### src/rtl/life_pkg.sv
// Shared constants, FSM state type and toroidal coordinate helpers for the Game of Life engine.
package life_pkg;

  localparam int DEF_COLS = 20;
  localparam int DEF_ROWS = 15;
  localparam int X_W      = 5;
  localparam int Y_W      = 4;

  typedef enum logic [1:0] {
    IDLE   = 2'd0,
    SCAN   = 2'd1,
    COMMIT = 2'd2
  } state_e;

  function automatic logic [X_W-1:0] inc_x(input logic [X_W-1:0] v, input logic [X_W-1:0] last);
    return (v == last) ? '0 : v + 1'b1;
  endfunction

  function automatic logic [X_W-1:0] dec_x(input logic [X_W-1:0] v, input logic [X_W-1:0] last);
    return (v == '0) ? last : v - 1'b1;
  endfunction

  function automatic logic [Y_W-1:0] inc_y(input logic [Y_W-1:0] v, input logic [Y_W-1:0] last);
    return (v == last) ? '0 : v + 1'b1;
  endfunction

  function automatic logic [Y_W-1:0] dec_y(input logic [Y_W-1:0] v, input logic [Y_W-1:0] last);
    return (v == '0) ? last : v - 1'b1;
  endfunction

endpackage

### src/rtl/life_if.sv
// Control, seed-write, display-read and status signals of the life engine.
interface life_if
  import life_pkg::*;
#(
  parameter int GEN_W = 16
) ();

  // start is a level request sampled only while idle (busy=0); no queuing while busy.
  // done pulses for one cycle after each commit; busy covers scan and commit.
  logic             start;
  logic             busy;
  logic             done;
  logic             wr_en;
  logic [X_W-1:0]   wr_x;
  logic [Y_W-1:0]   wr_y;
  logic             wr_data;
  logic [X_W-1:0]   rd_x;
  logic [Y_W-1:0]   rd_y;
  logic             rd_cell;
  logic [GEN_W-1:0] gen_count;
  state_e           dbg_state;

  modport master (
    output start, wr_en, wr_x, wr_y, wr_data, rd_x, rd_y,
    input  busy, done, rd_cell, gen_count, dbg_state
  );

  modport slave (
    input  start, wr_en, wr_x, wr_y, wr_data, rd_x, rd_y,
    output busy, done, rd_cell, gen_count, dbg_state
  );

endinterface

### src/rtl/life_rule.sv
// B3/S23 cell rule: counts the 8 neighbours of a 3x3 window (centre at bit 4) and decodes the next state.
module life_rule (
  input  logic [8:0] nbhd_i,
  output logic       alive_o
);

  logic [3:0] n;

  always_comb begin
    n = '0;
    for (int i = 0; i < 9; i++) begin
      if (i != 4) n = n + {3'b000, nbhd_i[i]};
    end
    alive_o = (n == 4'd3) || (nbhd_i[4] && (n == 4'd2));
  end

endmodule

### src/rtl/life_engine.sv
// Game of Life generation engine: cur plane is displayed and seeded, nxt plane is built one cell per clock
// during SCAN and copied into cur on COMMIT.
module life_engine
  import life_pkg::*;
#(
  parameter int COLS  = DEF_COLS,
  parameter int ROWS  = DEF_ROWS,
  parameter int GEN_W = 16
) (
  input  logic  clk,
  input  logic  reset,
  life_if.slave bus
);

  localparam logic [X_W-1:0] X_LAST = X_W'(COLS - 1);
  localparam logic [Y_W-1:0] Y_LAST = Y_W'(ROWS - 1);

  state_e             state_q, state_d;
  logic [X_W-1:0]     sx_q, sx_d;
  logic [Y_W-1:0]     sy_q, sy_d;
  logic               done_q, done_d;
  logic [GEN_W-1:0]   gen_q, gen_d;
  logic [ROWS-1:0][COLS-1:0] cur_q, nxt_q;

  logic [X_W-1:0] xm, xp;
  logic [Y_W-1:0] ym, yp;
  logic [8:0]     nbhd;
  logic           rule_next;
  logic           seed_we;

  assign xm = dec_x(sx_q, X_LAST);
  assign xp = inc_x(sx_q, X_LAST);
  assign ym = dec_y(sy_q, Y_LAST);
  assign yp = inc_y(sy_q, Y_LAST);

  assign nbhd = {cur_q[yp][xp], cur_q[yp][sx_q], cur_q[yp][xm],
                 cur_q[sy_q][xp], cur_q[sy_q][sx_q], cur_q[sy_q][xm],
                 cur_q[ym][xp], cur_q[ym][sx_q], cur_q[ym][xm]};

  life_rule u_rule (
    .nbhd_i (nbhd),
    .alive_o(rule_next)
  );

  assign seed_we = (state_q == IDLE) && bus.wr_en &&
                   (bus.wr_x < X_W'(COLS)) && (bus.wr_y < Y_W'(ROWS));

  always_comb begin
    state_d = state_q;
    sx_d    = sx_q;
    sy_d    = sy_q;
    done_d  = 1'b0;
    gen_d   = gen_q;
    case (state_q)
      IDLE: begin
        if (bus.start) begin
          state_d = SCAN;
          sx_d    = '0;
          sy_d    = '0;
        end
      end
      SCAN: begin
        if (sx_q == X_LAST) begin
          sx_d = '0;
          if (sy_q == Y_LAST) begin
            sy_d    = '0;
            state_d = COMMIT;
          end else begin
            sy_d = sy_q + 1'b1;
          end
        end else begin
          sx_d = sx_q + 1'b1;
        end
      end
      COMMIT: begin
        done_d  = 1'b1;
        gen_d   = gen_q + 1'b1;
        state_d = IDLE;
      end
      default: state_d = IDLE;
    endcase
  end

  always_ff @(posedge clk or posedge reset) begin
    if (reset) begin
      state_q <= IDLE;
      sx_q    <= '0;
      sy_q    <= '0;
      done_q  <= 1'b0;
      gen_q   <= '0;
    end else begin
      state_q <= state_d;
      sx_q    <= sx_d;
      sy_q    <= sy_d;
      done_q  <= done_d;
      gen_q   <= gen_d;
    end
  end

  // Seed writes only happen in IDLE, so they never collide with the commit copy.
  always_ff @(posedge clk or posedge reset) begin
    if (reset) begin
      cur_q <= '0;
      nxt_q <= '0;
    end else begin
      if (seed_we) cur_q[bus.wr_y][bus.wr_x] <= bus.wr_data;
      if (state_q == SCAN) nxt_q[sy_q][sx_q] <= rule_next;
      if (state_q == COMMIT) cur_q <= nxt_q;
    end
  end

  assign bus.rd_cell   = ((bus.rd_x < X_W'(COLS)) && (bus.rd_y < Y_W'(ROWS))) ?
                         cur_q[bus.rd_y][bus.rd_x] : 1'b0;
  assign bus.busy      = (state_q != IDLE);
  assign bus.done      = done_q;
  assign bus.gen_count = gen_q;
  assign bus.dbg_state = state_q;

endmodule

### src/flat_wrapper.sv
// flat-port wrapper written by rule: the top's interface ports become plain ports
module life_engine_flat import life_pkg::*;
#(
  parameter int COLS  = DEF_COLS,
  parameter int ROWS  = DEF_ROWS,
  parameter int GEN_W = 16
)
  (clk, reset, bus_start, bus_wr_en, bus_wr_x, bus_wr_y, bus_wr_data, bus_rd_x, bus_rd_y, bus_busy, bus_done, bus_rd_cell, bus_gen_count, bus_dbg_state);
  life_if #(.GEN_W(GEN_W)) bus_i ();
  input  logic clk;
  input  logic reset;
  input wire logic [$bits(bus_i.start)-1:0] bus_start;
  input wire logic [$bits(bus_i.wr_en)-1:0] bus_wr_en;
  input wire logic [$bits(bus_i.wr_x)-1:0] bus_wr_x;
  input wire logic [$bits(bus_i.wr_y)-1:0] bus_wr_y;
  input wire logic [$bits(bus_i.wr_data)-1:0] bus_wr_data;
  input wire logic [$bits(bus_i.rd_x)-1:0] bus_rd_x;
  input wire logic [$bits(bus_i.rd_y)-1:0] bus_rd_y;
  output wire logic [$bits(bus_i.busy)-1:0] bus_busy;
  output wire logic [$bits(bus_i.done)-1:0] bus_done;
  output wire logic [$bits(bus_i.rd_cell)-1:0] bus_rd_cell;
  output wire logic [$bits(bus_i.gen_count)-1:0] bus_gen_count;
  output wire logic [$bits(bus_i.dbg_state)-1:0] bus_dbg_state;
  assign bus_i.start = bus_start;
  assign bus_i.wr_en = bus_wr_en;
  assign bus_i.wr_x = bus_wr_x;
  assign bus_i.wr_y = bus_wr_y;
  assign bus_i.wr_data = bus_wr_data;
  assign bus_i.rd_x = bus_rd_x;
  assign bus_i.rd_y = bus_rd_y;
  assign bus_busy = bus_i.busy;
  assign bus_done = bus_i.done;
  assign bus_rd_cell = bus_i.rd_cell;
  assign bus_gen_count = bus_i.gen_count;
  assign bus_dbg_state = bus_i.dbg_state;
  life_engine #(.COLS(COLS), .ROWS(ROWS), .GEN_W(GEN_W)) u_core (.clk(clk), .reset(reset), .bus(bus_i));
endmodule
### config.mk
export PLATFORM = sky130hd
export DESIGN_NAME = life_engine_flat
export DESIGN_NICKNAME = d
export VERILOG_FILES = /design/src/rtl/life_pkg.sv /design/src/rtl/life_if.sv /design/src/rtl/life_rule.sv /design/src/rtl/life_engine.sv /design/src/flat_wrapper.sv
export SDC_FILE = /design/constraint.sdc
export NUM_CORES = 2
export LEC_CHECK = 0
export CORE_MARGIN = 1
export CORE_UTILIZATION = 25
export CTS_CLUSTER_SIZE = 28
export DETAILED_ROUTE_END_ITERATION = 10
export PLACE_DENSITY = 0.46
export SYNTH_ARGS = -nofsm -noshare
export SYNTH_HDL_FRONTEND = slang
export SYNTH_SLANG_ARGS = --single-unit
### constraint.sdc
create_clock -name clk -period 25.1 [get_ports clk]
set_input_delay 5.02 -clock clk [delete_from_list [all_inputs] [get_ports clk]]
set_output_delay 5.02 -clock clk [all_outputs]
set_load 0.1 [all_outputs]
==> metrics.txt <==
status=complete, no violations; Via density=around 5.7; largest net degree at the start of global routing=~210; multi-input logic area=~24000 um^2; Hold Path Origin=u_core.nxt_q[58]; first-pass GRT wire length=roughly 270 mm; Synth Cell Area=41300 um^2; total wire length=between 150 and 200 mm; most common cell after layout, fill and taps aside=nand2_1; worst hold path type=reg -> reg; setup TNS=0 ps; Top FF cell, synth=dfrtp_1; Hold Path Depth=2; unique cell type count in the Yosys netlist=between 80 and 90; Ys Warns=0; I/O pin count=44; Crit. End Element=output pin; kind of critical path=in -> out; fillers=approximately 17000; I/O Buffers=43; Cells after Synth=~4500; area delta synth->final=12.4%; initial antenna violation count=5; core box area=about 160000 um^2; maximum clock frequency=between 60 and 70 MHz; leakage=about 0.018 uW; Clock Latency Late Sink=740 ps; clock sinks=between 600 and 700; CTS tree=done; post-route insts no fill=around 6500; reg2reg path depth=25; WL per Instance=approximately 29 um; Clock Tree Root=clkbuf_16; Synth area leaders=dfrtp_1 38%, mux2i_1 11%, mux4_2 9.7%; Die ar.=167000 um^2; worst slack at placement=a little over 10000 ps; via count=about 37000; Post-Syn Nets=between 4000 and 5000; CTS Buf Count=78; Slew Limit Fails=0; hold path endpoint=u_core.cur_q[58]; DRC viols=0; maxcap violations=0; Reg2Reg Setup Slack=approximately 14000 ps; Routed Antenna Nets=0; CP max FO=between 40 and 50; top cell type's share of synthesized area=0.381; Total GRT Usage=0.222; CTS H-tree lvls=3; post-synth top area cell=dfrtp_1; Final nets=approximately 4300; crit path DAT=about 10000 ps; vias in the first global route=34800; register area share after synthesis=0.381; Die Y=about 410 um; clk buf depth=3; fin crit share=0.603; Slew HR=0.0627; share of cells above drive strength 1=0.128; final worst slack=between 9000 and 10000 ps; crit path time final=between 15000 and 20000 ps; Post-CTS Setup Repair Bufs=0; Design Power=5780 uW; placer congestion estimate=between 1 and 1.5; starting density of the core=0.253; Post-DP HPWL=around 120 mm; worst path required time=approximately 20000 ps; worst hold slack=between 400 and 500 ps; Reg clk slew, reported paths=roughly 60 ps; die width=408 um; gr ovfl total=0; Max VDD drop=between 0.7 and 0.8 mV; hold_buf cts=0; Synth Register Bits=approximately 630; RSZ-0062 raised after global routing=false; Power Density=125 nW/um^2; Worst R2R End=u_core.nxt_q[290]; worst-case clock skew=between 60 and 70 ps; final setup fails=0; Storage cell area=~16000 um^2; Syn Area/Cell=roughly 9 um^2; reg2reg start=u_core.sy_q[0]; initial drt markers=4110; worst-margin pin slew=roughly 1400 ps; Post-synth EDFFs=0; placed cell count=about 6400; most frequent cells in the layout=713 x nand2_1, 674 x o21ai_0, 625 x dfrtp_1; num rows=between 100 and 150; drt pass-1 iters=6; ys async rst share=1.00; Resize count post-CTS=0; Final Hold Viols=0; Startpoint Class=input port
[routing by layer]
layer  GRT usage  share of wire  vias to the layer above
met5           0        0.00013                        -
met4      0.0896          0.040                        4
met3      0.0384          0.073                      306
met2       0.333           0.44                     1667
met1       0.314           0.45                    18800
li1            -              -                    16100
[registers in the layout, indices dropped and copies added, names as in the netlist]
register	cells
u_core.nxt_q	300
u_core.sx_q	5
u_core.bus.gen_count	16
u_core.bus.done	1
u_core.sy_q	4
u_core.cur_q	300
u_core.bus.dbg_state	2
[cells in the mapped netlist (6+ instances only)]
cell type and instances:
buf_2 54, nand2_1 718, mux2i_1 457, nor3_1 33, nor3b_1 9, a22oi_1 33, xnor2_1 12, a221oi_1 32
nand2b_1 15, a31oi_1 17, o22ai_1 12, o31ai_1 284, mux2_2 43, buf_6 28, or2_2 6, mux4_2 178
a22o_1 24, xor2_1 6, ha_1 14, nor2b_1 17, o2111ai_1 6, buf_4 6, buf_1 33, nand4_1 19
nand3_1 134, clkbuf_1 337, a211o_1 7, and2_1 10, and3_1 17, o21ai_0 675, a32oi_1 6, nor2_1 318
dfrtp_1 628, inv_1 20, or3_1 8, a2111oi_0 10, o211ai_1 32, a211oi_1 13, o32ai_1 11, o2bb2ai_1 19
a221o_1 13, a21oi_1 53
[where the power goes]
group / internal [uW] / total (uW) / switching [uW]
logic: 506 / 3500 / 2990
registers: 1040 / 1060 / 23.6
clock network: 735 / 1220 / 485
total: 2280 / 5780 / 3500
[through the flow]
step / utilization / area (um^2)
after floorplan: - / 41300
after global placement: 0.267 / 43600
after detailed placement: 0.267 / 43600
after CTS: 0.284 / 46400
after global routing: 0.284 / 46400
final: 0.284 / 46400
[final cells by class]
type | instances | share of cell area
diodes | 1 | 0.0000539
repair buffers | 176 | 0.0318
flip-flops and latches | 628 | 0.339
multi-input cells | 3357 | 0.509
clock buffers | 119 | 0.0520
well taps | 2175 | 0.0587
inverters | 24 | 0.00210
clock inverters | 23 | 0.00725
[worst max-delay path by stage]
stage,startpoint,endpoint,slack [ps],depth (start not counted)
after detailed placement,bus_rd_y[0],bus_rd_cell,10070,12
final,bus_rd_y[0],bus_rd_cell,9960,12
after floorplan,reset,u_core.bus.dbg_state[0],2490,1
after global placement,bus_rd_y[0],bus_rd_cell,10040,12
after global routing,bus_rd_y[0],bus_rd_cell,9810,12
after CTS,bus_rd_y[0],bus_rd_cell,10070,12
[worst max-delay path, cell delays in order]
cell             delay [ps]
buf_4                   540
buf_4                   680
nor2b_2                 260
buf_4                   400
nand2_1                  90
o21ai_0                  90
mux4_2                  250
mux2i_1                 150
o21ai_0                 730
a22oi_1                 200
a22oi_1                 420
clkdlybuf4s50_1        1210
[kinds of logic (layout without fill, tap and decap cells)]
family,after synthesis,count (layout),synth area share
adders and majority gates,18,18,0.00619
AOI/OAI and AO/OA,1316,1316,0.202
buffers and inverters,485,342,0.0526
other,0,1,0
xor gates and xnor gates,18,18,0.00382
and+or+nand+nor,1325,1325,0.134
DFF,628,628,0.381
muxes,680,680,0.221
No activity file was read; power rests on OpenSTA's default activity.
